==> src/rtl/register_file_if.sv <==
// Register-traffic bus between the pipeline core (master) and the register file (slave).
interface register_file_if;
  logic [5:0]  register_file_read_address_1;
  logic [5:0]  register_file_read_address_2;
  logic [5:0]  register_file_write_address;
  logic [31:0] register_file_write_value;
  logic        register_file_write_enable;
  logic [31:0] register_file_read_value_1;
  logic [31:0] register_file_read_value_2;

  modport master (
    output register_file_read_address_1,
    output register_file_read_address_2,
    output register_file_write_address,
    output register_file_write_value,
    output register_file_write_enable,
    input  register_file_read_value_1,
    input  register_file_read_value_2
  );

  modport slave (
    input  register_file_read_address_1,
    input  register_file_read_address_2,
    input  register_file_write_address,
    input  register_file_write_value,
    input  register_file_write_enable,
    output register_file_read_value_1,
    output register_file_read_value_2
  );
endinterface

==> src/rtl/register_file.sv <==
// 32x32 register file ($0 hardwired to zero), two async read ports, one sync write port,
// plus a slow LED scan of register contents. REGFILE_WRITE_BYPASS_EN enables write-to-read bypass.
module register_file #(
  parameter int unsigned SCAN_DIV   = 50000000,
  parameter int unsigned DATA_WIDTH = 32
) (
  input  logic            clock,
  input  logic            reset,
  register_file_if.slave  rf,
  input  logic            scan_hold,
  output logic [17:0]     LEDR
);

  typedef enum logic {RUN, HOLD} scan_state_t;

  localparam logic [31:0] SCAN_LAST = 32'(SCAN_DIV - 1);

  logic [DATA_WIDTH-1:0] storage [32];
  logic                  write_accept;
  scan_state_t           scan_state;
  logic [31:0]           scan_count;
  logic [4:0]            scan_index;

  assign write_accept = rf.register_file_write_enable
                     && !rf.register_file_write_address[5]
                     && (rf.register_file_write_address[4:0] != 5'd0);

  always_ff @(posedge clock or posedge reset) begin
    if (reset) begin
      for (int unsigned i = 0; i < 32; i++) storage[i] <= '0;
    end else if (write_accept) begin
      storage[rf.register_file_write_address[4:0]] <= rf.register_file_write_value;
    end
  end

  always_comb begin
    rf.register_file_read_value_1 = '0;
    if (!rf.register_file_read_address_1[5] && (rf.register_file_read_address_1[4:0] != 5'd0))
      rf.register_file_read_value_1 = storage[rf.register_file_read_address_1[4:0]];
`ifdef REGFILE_WRITE_BYPASS_EN
    if (write_accept && (rf.register_file_write_address == rf.register_file_read_address_1))
      rf.register_file_read_value_1 = rf.register_file_write_value;
`endif
  end

  always_comb begin
    rf.register_file_read_value_2 = '0;
    if (!rf.register_file_read_address_2[5] && (rf.register_file_read_address_2[4:0] != 5'd0))
      rf.register_file_read_value_2 = storage[rf.register_file_read_address_2[4:0]];
`ifdef REGFILE_WRITE_BYPASS_EN
    if (write_accept && (rf.register_file_write_address == rf.register_file_read_address_2))
      rf.register_file_read_value_2 = rf.register_file_write_value;
`endif
  end

  // LEDR samples the pre-edge index and storage, so a write shows one edge later.
  always_ff @(posedge clock or posedge reset) begin
    if (reset) begin
      scan_state <= RUN;
      scan_count <= '0;
      scan_index <= '0;
      LEDR       <= '0;
    end else begin
      LEDR <= {scan_index, (scan_index == 5'd0) ? 13'h0 : storage[scan_index][12:0]};
      case (scan_state)
        RUN: begin
          if (scan_hold) begin
            scan_state <= HOLD;
            scan_count <= '0;
          end else if (scan_count == SCAN_LAST) begin
            scan_count <= '0;
            scan_index <= scan_index + 5'd1;
          end else begin
            scan_count <= scan_count + 32'd1;
          end
        end
        HOLD: begin
          scan_count <= '0;
          if (!scan_hold) scan_state <= RUN;
        end
        default: begin
          scan_state <= RUN;
          scan_count <= '0;
        end
      endcase
    end
  end

endmodule
==> src/flat_wrapper.sv <==
// flat-port wrapper written by rule: the top's interface ports become plain ports
module register_file_flat 
#(
  parameter int unsigned SCAN_DIV   = 50000000,
  parameter int unsigned DATA_WIDTH = 32
)
  (clock, reset, scan_hold, LEDR, rf_register_file_read_address_1, rf_register_file_read_address_2, rf_register_file_write_address, rf_register_file_write_value, rf_register_file_write_enable, rf_register_file_read_value_1, rf_register_file_read_value_2);
  register_file_if rf_i ();
  input  logic clock;
  input  logic reset;
  input  logic scan_hold;
  output logic [17:0] LEDR;
  input wire logic [$bits(rf_i.register_file_read_address_1)-1:0] rf_register_file_read_address_1;
  input wire logic [$bits(rf_i.register_file_read_address_2)-1:0] rf_register_file_read_address_2;
  input wire logic [$bits(rf_i.register_file_write_address)-1:0] rf_register_file_write_address;
  input wire logic [$bits(rf_i.register_file_write_value)-1:0] rf_register_file_write_value;
  input wire logic [$bits(rf_i.register_file_write_enable)-1:0] rf_register_file_write_enable;
  output wire logic [$bits(rf_i.register_file_read_value_1)-1:0] rf_register_file_read_value_1;
  output wire logic [$bits(rf_i.register_file_read_value_2)-1:0] rf_register_file_read_value_2;
  assign rf_i.register_file_read_address_1 = rf_register_file_read_address_1;
  assign rf_i.register_file_read_address_2 = rf_register_file_read_address_2;
  assign rf_i.register_file_write_address = rf_register_file_write_address;
  assign rf_i.register_file_write_value = rf_register_file_write_value;
  assign rf_i.register_file_write_enable = rf_register_file_write_enable;
  assign rf_register_file_read_value_1 = rf_i.register_file_read_value_1;
  assign rf_register_file_read_value_2 = rf_i.register_file_read_value_2;
  register_file #(.SCAN_DIV(SCAN_DIV), .DATA_WIDTH(DATA_WIDTH)) u_core (.clock(clock), .reset(reset), .rf(rf_i), .scan_hold(scan_hold), .LEDR(LEDR));
endmodule
==> config.mk <==
export PLATFORM = sky130hd
export DESIGN_NAME = register_file_flat
export DESIGN_NICKNAME = d
export VERILOG_FILES = /design/src/rtl/register_file_if.sv /design/src/rtl/register_file.sv /design/src/flat_wrapper.sv
export SDC_FILE = /design/constraint.sdc
export NUM_CORES = 2
export LEC_CHECK = 0
export ABC_CLOCK_PERIOD_IN_PS = 33900
export BUFFER_PORTS_ARGS = -buffer_cell sky130_fd_sc_hd__buf_2
export CAP_MARGIN = 5
export CORE_ASPECT_RATIO = 0.75
export CORE_MARGIN = 5
export CORE_UTILIZATION = 45
export DETAILED_ROUTE_END_ITERATION = 8
export PLACE_DENSITY = 0.6
export SYNTH_ARGS = -nofsm -noshare
export SYNTH_HDL_FRONTEND = slang
export SYNTH_SLANG_ARGS = --single-unit
==> constraint.sdc <==
create_clock -name clock -period 33.9 [get_ports clock]
set_input_delay 3.39 -clock clock [delete_from_list [all_inputs] [get_ports clock]]
set_output_delay 3.39 -clock clock [all_outputs]
set_load 0.01 [all_outputs]
==> impl_results.md <==
* Status: finished clean
* Hold buffer count at cts at 0
* Worst-path cell chain: buf_8, buf_4, or3_2, buf_4, o221ai_1, a211oi_1, a211oi_1, buf_2
* HP Class: reg -> reg
* Max Freq at around 0.094 GHz
* Critical Path RT at slightly above 30000 ps
* Final wirelength at 192000 um
* PostCTS Resize Cnt at 0
* Clock Skew at ~10 ps
* Number of global-route vias before repair at around 38000
* Leak pwr at between 0.02 and 0.03 uW
* Count of final max-slew check failures at 0
* Post-Synthesis Cells at about 4000
* Final setup viols at 0
* EDFF count, synth at 0
* Largest net degree at the start of global routing at roughly 180
* Crit path DAT at roughly 7300 ps
* DRC Markers at 0
* GP Congestion at 0.779
* Die Ht at between 300 and 400 um
* H-tree levels at 3
* GRT Resource Usage Total at ~27%
* FFs w/ async S/R, synth at 100%
* Total iterations of the first detailed-routing run at 6
* Critical path class: in -> out
* Core Area at roughly 130000 um^2
* Relative max-transition margin at between 10% and 20%
* R2r setup slk at 30420 ps
* Row Count at around 120
* RSZ-0062 raised after global routing: no
* CP Buf/Inv Count at 4
* Pwr Total at 3490 uW
* Min-delay src: u_core.storage[1021]
* Worst Setup Start Kind: primary input
* CTS root buffer: clkbuf_16
* Antenna violations before repair at 8
* Global-route wire length before repair at about 280000 um
* Total Nets Final at around 3900
* Area Overhead vs Synth at 9.38%
* Clock Tree Buf Depth at 3
* DRT iter0 DRCs at 3687
* Worst Max-Slew Pin Slew at between 1000 and 1500 ps
* Register area share after synthesis at approximately 45%
* Via/cell ratio at about 6.6
* Die X at 432 um
* Vias at 37900
* Initial Utilization at between 40% and 50%
* Period utilization at a little under a third
* Setup_tns at 0 ps
* Postcts setup bufs at 0
* Final min period at around 11000 ps
* Grt total ovfl at 0
* # clock sinks at approximately 1100
* Die area at ~140000 um^2
* Family with the most delay on the worst path: buffers and inverters
* CP Depth at 8
* Routed length per instance at between 30 and 40 um
* Reg clk slew, reported paths at roughly 60 ps
* Fin. Hold Viols at 0
* Routed Antenna Nets at 0
* Worst R2R Path Depth at 6
* Seq cells post-synth at between 1000 and 1500
* Clk Latency, worst-skew pair at approximately 740 ps
* FF-to-FF Start: u_core.scan_index[1]
* Dpl hpwl at 102000 um
* End point of the critical path: rf_register_file_read_value_1[24]
* CTS tree: yes
* Number of buffers created by CTS at ~110
* Syn_area_per_cell at approximately 15 um^2
* IO buf count at 135
* Worst Setup SP: rf_register_file_read_address_1[2]
* CP Capture Type: output port
* Yosys cell types at just under 60
* Predominant post-synthesis flop cell: dfrtp_1
* Number of max-cap violations at 0
* Worst r2r dst: u_core.LEDR[1]
* Slowest cell on the critical path: buf_4
* Mapped cell area at around 60000 um^2
* Max VDD drop at between 0.04 and 0.05 mV
* Layout cell share with drive strength beyond 1 at ~52%
* Io pins at approximately 140
* Cell area power density at 53.1 nW/um^2
* Max stage delay on crit path at between 800 and 900 ps
* Max Fanout on Critical Path at between 60 and 70
* Net Count, Synth at between 4000 and 5000
* Yosys warning total at 0
cell families after synthesis:
kind of cell,synth area share (%)
multiplexers,45.2
flip-flops,44.9
buffers and inverters,3.65
AO/OA/AOI/OAI,3.85
AND/OR/NAND/NOR,2.10
XOR/XNOR,0.218
adder cells (fa/ha/maj),0.0624
stage by stage:
stage               utilization, %  hold slack [ps]  area (um^2)  cells  setup WS [ps]
floorplan                        -              373        60100   3973            106
global placement              46.4              381        61800   5500          23230
detailed placement            46.4              385        61800   5500          23200
CTS                           49.4              398        65700   5710          23200
global route                  49.4              411        65800   5716          23000
finish                        49.4              400        65800   5717          23260
routing by layer:
metal	vias up	global-route usage [%]	share of wire (%)
met5	-	0.205	0.11
met4	2	9.02	3.7
met3	343	6.14	7.1
met2	1581	42.6	47
met1	20600	37.6	42
li1	15400	-	-
how the worst min path moves through the flow:
stage | slack [ps] | end | cells past startpoint
after floorplan | 370 | u_core.LEDR[14] | 0
after CTS | 400 | u_core.storage[1007] | 0
after global routing | 410 | u_core.storage[1022] | 0
final | 400 | u_core.storage[1021] | 0
after global placement | 380 | u_core.storage[1009] | 0
after detailed placement | 390 | u_core.storage[1007] | 0
cell usage after synthesis (14+ instances only):
| master | count | area share (%) |
|---|---|---|
| a21oi_1 | 21 | 0.17 |
| nand2_1 | 42 | 0.26 |
| clkbuf_1 | 199 | 1.2 |
| a211oi_1 | 65 | 0.81 |
| mux2i_1 | 264 | 4.4 |
| o221ai_1 | 24 | 0.35 |
| mux2_2 | 1039 | 19 |
| dfrtp_1 | 1080 | 45 |
| buf_2 | 135 | 1.1 |
| buf_6 | 16 | 0.30 |
| nand3_1 | 20 | 0.17 |
| nor2_1 | 42 | 0.26 |
| a22oi_1 | 24 | 0.30 |
| o22ai_1 | 93 | 0.97 |
| a22o_1 | 24 | 0.35 |
| o21ai_0 | 14 | 0.12 |
| buf_1 | 61 | 0.38 |
| or2_1 | 32 | 0.33 |
| buf_4 | 34 | 0.42 |
| mux4_2 | 560 | 21 |
power breakdown:
group	switching, uW	total (uW)	leakage, uW	internal [uW]
sequential	138	1590	0.0144	1450
combinational	236	569	0.0126	332
clock	555	1340	0.00195	780
final cells by class:
| cell class | count | area, um^2 |
|---|---|---|
| Clock inverter | 49 | 578 |
| Clock buffer | 161 | 3370 |
| Antenna cell | 7 | 17.5 |
| Sequential cell | 1080 | 27000 |
| Inverter | 9 | 41.3 |
| Timing Repair Buffer | 208 | 1310 |
| Tap cell | 1770 | 2210 |
| Multi-Input combinational cell | 2433 | 31200 |
| Fill cell | 11300 | 67300 |
placed cells by master (no fill, tap or decap), types with 8 or more instances in the layout:
master | Yosys | final
a211oi_1 | 65 | 65
a21oi_1 | 21 | 21
a221o_1 | 13 | 13
a22o_1 | 24 | 24
a22oi_1 | 24 | 24
buf_2 | 135 | 128
buf_4 | 34 | 72
bufinv_16 | 0 | 12
clkbuf_1 | 199 | 19
clkbuf_16 | 0 | 119
clkbuf_8 | 0 | 23
clkinv_2 | 0 | 27
dfrtp_1 | 1080 | 1076
mux2_2 | 1039 | 1039
mux2i_1 | 264 | 264
mux4_1 | 8 | 8
mux4_2 | 560 | 560
nand2_1 | 42 | 25
nand2_4 | 0 | 16
nand3_1 | 20 | 20
nand4_1 | 11 | 11
nor2_1 | 42 | 26
nor2_4 | 0 | 16
nor2b_1 | 11 | 8
nor4_1 | 10 | 10
o21ai_0 | 14 | 13
o221ai_1 | 24 | 24
o22ai_1 | 93 | 93
o31ai_1 | 8 | 8
or2_1 | 32 | 32
or2_2 | 10 | 10
xor2_1 | 10 | 10
state kept, by name (all words and copies together), names as in the netlist:
| name | flops |
|---|---|
| u_core.scan_count | 32 |
| u_core.scan_index | 5 |
| u_core.storage | 1024 |
| u_core.LEDR | 18 |
| u_core.scan_state | 1 |
(Power assumes the default switching activity.)
